**src/rtl/inst_fetch_bridge_pkg.sv**
```systemverilog
// Shared types and constants for the instruction fetch bridge.
// The tag is the word address of a fetch; the low two address bits never reach the bus.
package inst_fetch_bridge_pkg;

  localparam int ADDR_W = 32;
  localparam int DATA_W = 32;
  localparam int TAG_W  = ADDR_W - 2;

  localparam logic [DATA_W-1:0] NOP_INST_DEFAULT = 32'h0000_0000;

  typedef enum logic {
    FB_IDLE = 1'b0,
    FB_REQ  = 1'b1
  } fb_state_t;

  function automatic logic [TAG_W-1:0] addr_tag(input logic [ADDR_W-1:0] addr);
    return addr[ADDR_W-1:2];
  endfunction

  // Width of a counter that must be able to reach the timeout value itself.
  function automatic int cnt_width(input int timeout);
    if (timeout < 1) begin
      return 1;
    end
    return $clog2(timeout + 1);
  endfunction

endpackage

```
**src/rtl/inst_fetch_bridge.sv**
```systemverilog
// One-entry tagged fetch buffer between the core's instruction port and a
// wait-stated req/ack instruction bus; a held PC never re-reads the bus.
module inst_fetch_bridge
  import inst_fetch_bridge_pkg::*;
#(
  parameter int unsigned       TIMEOUT  = 255,
  parameter logic [DATA_W-1:0] NOP_INST = NOP_INST_DEFAULT
) (
  input  logic              clk,
  input  logic              rst,
  input  logic              cpu_ce_i,
  input  logic [ADDR_W-1:0] cpu_addr_i,
  input  logic              inv_i,
  output logic [DATA_W-1:0] cpu_data_o,
  output logic              stallreq_o,
  output logic              err_o,
  output logic              bus_req_o,
  output logic [ADDR_W-1:0] bus_addr_o,
  input  logic              bus_ack_i,
  input  logic              bus_err_i,
  input  logic [DATA_W-1:0] bus_rdata_i
);

  localparam int             CNT_W      = cnt_width(int'(TIMEOUT));
  localparam bit             TIMEOUT_EN = (TIMEOUT != 0);
  localparam logic [CNT_W-1:0] CNT_LAST = CNT_W'((TIMEOUT > 0) ? TIMEOUT - 1 : 0);
  localparam logic [CNT_W-1:0] CNT_MAX  = '1;

  fb_state_t         state_reg, state_next;
  logic              buf_valid_reg, buf_valid_next;
  logic [TAG_W-1:0]  buf_tag_reg, buf_tag_next;
  logic [DATA_W-1:0] buf_data_reg, buf_data_next;
  logic [CNT_W-1:0]  cnt_reg, cnt_next;
  logic              bus_req_reg, bus_req_next;
  logic [ADDR_W-1:0] bus_addr_reg, bus_addr_next;
  logic              err_reg, err_next;

  logic              hit;
  logic              timeout_hit;
  logic              addr_lsb_unused;

  assign addr_lsb_unused = ^cpu_addr_i[1:0];
  assign timeout_hit     = TIMEOUT_EN && (cnt_reg == CNT_LAST);

  // Hit/stall path: only an idle bridge may serve from the buffer.
  always_comb begin
    hit        = cpu_ce_i && buf_valid_reg && (buf_tag_reg == addr_tag(cpu_addr_i))
                 && (state_reg == FB_IDLE);
    cpu_data_o = hit ? buf_data_reg : '0;
    stallreq_o = rst && cpu_ce_i && !hit;
  end

  always_comb begin
    state_next     = state_reg;
    buf_valid_next = buf_valid_reg;
    buf_tag_next   = buf_tag_reg;
    buf_data_next  = buf_data_reg;
    cnt_next       = cnt_reg;
    bus_req_next   = bus_req_reg;
    bus_addr_next  = bus_addr_reg;
    err_next       = 1'b0;

    case (state_reg)
      FB_IDLE: begin
        if (cpu_ce_i && !hit) begin
          state_next    = FB_REQ;
          bus_req_next  = 1'b1;
          bus_addr_next = {addr_tag(cpu_addr_i), 2'b00};
          cnt_next      = '0;
        end
      end
      FB_REQ: begin
        cnt_next = (cnt_reg == CNT_MAX) ? cnt_reg : cnt_reg + CNT_W'(1);
        // A request always completes under the tag it was issued with,
        // even if the core has since moved on; IDLE then re-evaluates.
        if (bus_ack_i || timeout_hit) begin
          state_next     = FB_IDLE;
          bus_req_next   = 1'b0;
          buf_valid_next = 1'b1;
          buf_tag_next   = addr_tag(bus_addr_reg);
          buf_data_next  = (bus_ack_i && !bus_err_i) ? bus_rdata_i : NOP_INST;
          err_next       = !bus_ack_i || bus_err_i;
        end
      end
      default: begin
        state_next   = FB_IDLE;
        bus_req_next = 1'b0;
      end
    endcase

    // Invalidate beats a same-cycle fill so the word is fetched again.
    if (inv_i) begin
      buf_valid_next = 1'b0;
    end
  end

  always_ff @(posedge clk or negedge rst) begin
    if (!rst) begin
      state_reg     <= FB_IDLE;
      buf_valid_reg <= 1'b0;
      buf_tag_reg   <= '0;
      buf_data_reg  <= '0;
      cnt_reg       <= '0;
      bus_req_reg   <= 1'b0;
      bus_addr_reg  <= '0;
      err_reg       <= 1'b0;
    end else begin
      state_reg     <= state_next;
      buf_valid_reg <= buf_valid_next;
      buf_tag_reg   <= buf_tag_next;
      buf_data_reg  <= buf_data_next;
      cnt_reg       <= cnt_next;
      bus_req_reg   <= bus_req_next;
      bus_addr_reg  <= bus_addr_next;
      err_reg       <= err_next;
    end
  end

  assign bus_req_o  = bus_req_reg;
  assign bus_addr_o = bus_addr_reg;
  assign err_o      = err_reg;

endmodule
```
**config.mk**
```make
export PLATFORM = sky130hd
export DESIGN_NAME = inst_fetch_bridge
export DESIGN_NICKNAME = d
export VERILOG_FILES = /design/src/rtl/inst_fetch_bridge_pkg.sv /design/src/rtl/inst_fetch_bridge.sv
export SDC_FILE = /design/constraint.sdc
export NUM_CORES = 1
export LEC_CHECK = 0
export CORE_MARGIN = 2
export CORE_UTILIZATION = 30
export DETAILED_ROUTE_END_ITERATION = 10
export PLACE_DENSITY = 0.64
export SETUP_SLACK_MARGIN = 0.3
export SYNTH_ARGS = -nofsm -noshare
export SYNTH_HDL_FRONTEND = slang
export SYNTH_SLANG_ARGS = --single-unit
```
**constraint.sdc**
```tcl
create_clock -name clk -period 2 [get_ports clk]
set_clock_uncertainty 0.15 [all_clocks]
set_input_delay 0.2 -clock clk [delete_from_list [all_inputs] [get_ports clk]]
set_output_delay 0.2 -clock clk [all_outputs]
set_load 0.02 [all_outputs]
```
==> results by group <==
Pwr
  – NetSw: 0.00243 W
  – Clock Power Share: 0.260
  – Switching share of power: 0.326
  – Worst vdd ir: 0.000457 V
  – Reg power frac: 0.402
  – Int Pwr: 0.00503 W
  – Logic gate share of total power: 0.338
  – LEAKAGE: 4.16 nW
  – Pwr per Cell Area: 877 nW/um^2

STA
  – Setup TNS: -36580 ps
  – Final Hold Viols: 0
  – Worst Slack Setup Final: -608 ps
  – Fin crit period: 2610 ps
  – Tightest Pin Transition: 578 ps
  – Rel. slew slack: 0.615
  – F_max: 383 MHz
  – Slew Limit Fails: 0
  – Period utilization: 1.30
  – Final setup fails: 72
  – Unrepaired setup endpoints after global routing: true

Worst setup path
  – Reg2Reg Capture Point: bus_addr_o[17]
  – Arr. time, crit path: 2690 ps
  – Setup CP Type: register to register
  – Largest stage delay, worst path: 420 ps
  – Worst path cell trace: xor2_1 -> nor4_2 -> nand4_1 -> buf_4 -> buf_12 -> o211ai_4 -> buf_6 -> buf_6 -> buf_16 -> mux2_4
  – Top cell by count, worst path: buf_6
  – CP Launch Type: register
  – Slowest CP cell: dfrtp_1
  – Buf/Inv on CP: 5
  – Endpoint class of the critical path: register
  – CP top delay family: buffers and inverters
  – Setup slack, reg-to-reg: -610 ps
  – Crit path max fanout: 5
  – CP required: 2090 ps
  – Worst flop-to-flop path startpoint: buf_tag_reg[1]
  – R2R depth: 10

Clock network
  – Clk_lat worst skew: 350 ps
  – Clock transition at path regs: 70 ps
  – CTS tree: done
  – Clock sinks: 104
  – Clock buffer depth: 2
  – Inserted Clock Buffers: 9
  – Clock root buffer master: clkbuf_16
  – CTS H-tree depth: 3

Floorplan
  – Starting density of the core: 0.307
  – Row count: 45
  – Core ar.: 15300 um^2
  – DIE HEIGHT: 129 um
  – # IOs: 137
  – Die Area: 16600 um^2
  – Chip Width: 129 um

Global routing
  – Vias in the first global route: 4121
  – First-pass GRT wire length: 21700 um
  – Largest net degree at the start of global routing: 105
  – Overall Global Routing Usage: 0.170
  – Total grt overflow: 0
  – Initial antenna violation count: 1

Route
  – Avg WL per Cell: 17.8 um
  – ANT nets after route: 0
  – Vias after detailed routing: 4184
  – Iteration count of the initial detailed-routing pass: 4
  – Vias per inst: 4.70
  – WL final: 15900 um
  – DRC viols: 0
  – Initial DRC Count: 238

Synth
  – Synth cell types: 36
  – Main synth FF type: dfrtp_1
  – Synthesized cell area: 4680 um^2
  – Cells after Synth: 477
  – YS warnings: 0
  – Post-synth EDFFs: 0
  – Area leader, netlist: dfrtp_1
  – Syn Area/Cell: 9.82 um^2
  – Seq/Total Area, Yosys: 0.556
  – Synth area leaders: dfrtp_1 56%, nand2_1 13%, mux2_2 7.0%
  – FFs w/ async S/R, synth: 1.00
  – Synth top area share: 0.556
  – FF+latch count, synth: 104

Placement
  – Post-DP HPWL: 8580 um
  – Pre-CTS setup slack: -1070 ps
  – IO buf count: 132
  – Placed Area: 6470 um^2
  – Global placer's final weighted congestion: 0.749

Layout
  – Final instance area: 8510 um^2
  – Max reg flops: 32
  – Final net count: 745
  – Area Overhead vs Synth: 81.6%
  – Share of layout cells above drive strength 1: 0.473

Worst hold path
  – Min-Delay Path Class: primary input to register
  – WHS Endpoint: buf_valid_reg
  – Min-Delay Startpoint: inv_i
  – WHS Path Cells: 2

Job
  – Maxcap violations: 0

Status
  – Status: complete, but fails checks
  – Failing checks: negative setup slack
## stage by stage
step | hold slack, ps | utilization | total power [W] | cells
final | 234 | 0.558 | 0.00746 | 890
after global placement | 215 | 0.424 | 0.00460 | 817
after floorplan | -246 | - | 0.00382 | 478
after CTS | 202 | 0.503 | 0.00698 | 867
after detailed placement | 217 | 0.424 | 0.00467 | 817
after global routing | 238 | 0.558 | 0.00781 | 890
## power by group through the flow
stage	Combinational (W)	Clock [W]	Sequential, W
6_report	0.00252	0.00194	0.00300
5_1_grt	0.00270	0.00205	0.00306
4_1_cts	0.00209	0.00198	0.00291
3_5_place_dp	0.00172	0	0.00295
3_3_place_gp	0.00167	0	0.00293
2_1_floorplan	0.000741	0	0.00308
## logic make-up (layout without fill, tap and decap cells)
kind of cell	Yosys count	in the layout	share of synthesized area
fa+ha+maj	2	2	0.00534
other cells	1	3	0.000801
buf+inv	30	229	0.0315
xor+xnor	32	32	0.0598
mux	30	30	0.0721
compound gates	16	16	0.0240
simple gates	262	263	0.251
flops	104	104	0.556
## metal layers
metal	vias to the layer above	track usage	part of all wire
li1	1942	-	-
met1	2095	0.218	0.42
met2	118	0.279	0.51
met3	29	0.0462	0.052
met4	0	0.0556	0.024
met5	-	0	0
## cell usage after synthesis (all sizes together), types with 2 or more instances
library cell	n
inv	6
xnor2	2
nor3	4
and2	34
nor4	7
dfrtp	104
buf	12
clkbuf	12
ha	2
nand4	4
xor2	30
o31ai	2
o21ai	5
nand3	35
mux2	30
nor2	11
nand2	163
## cell type report
| class | instances | area [um^2] |
|---|---|---|
| Clock buffer | 11 | 243 |
| Sequential cell | 104 | 2600 |
| Timing Repair Buffer | 207 | 2520 |
| Multi-Input combinational cell | 345 | 2770 |
| Tap cell | 211 | 264 |
| Fill cell | 1245 | 6750 |
| Inverter | 6 | 22.5 |
| Clock inverter | 5 | 78.8 |
| Antenna cell | 1 | 2.50 |
## layout by cell type, fill, tap and decap left out, types with 2 or more instances in the layout
master,count
buf_4,26
xor2_1,28
xnor2_1,2
xor2_2,2
clkdlybuf4s50_1,67
conb_1,2
nor4_2,5
dlygate4sd2_1,23
nand2_4,21
bufinv_16,2
nand4_1,4
inv_2,2
clkinv_2,2
o21ai_0,2
and2_4,33
o21ai_2,3
clkbuf_16,19
mux2_4,30
buf_6,43
dfrtp_1,104
buf_16,9
nor2_1,9
nand3_1,7
nand3_4,2
nand3_2,26
nand2_8,2
buf_8,8
nand2_2,61
buf_12,12
nand2_1,80
nor3_1,2
dlymetal6s2s_1,8
inv_1,4
## what timing repair did
action,CTS,global route
setup buffers,24,7
gates resized for setup,316,142
hold buffers,1,0
pin swaps,67,90
endpoints found under the hold margin,104,0
cloned,9,15
endpoints found under the setup margin,159,144
## how the worst max path moves through the flow
stage,from,end,depth (start not counted)
6_report,buf_tag_reg[1],bus_addr_o[17],10
5_1_grt,buf_tag_reg[20],cpu_data_o[29],9
4_1_cts,buf_tag_reg[6],cpu_data_o[31],9
3_5_place_dp,cpu_addr_i[15],cpu_data_o[1],9
3_3_place_gp,cpu_addr_i[29],cpu_data_o[11],9
2_1_floorplan,state_reg,bus_addr_o[10],6
(Power assumes the default switching activity.)
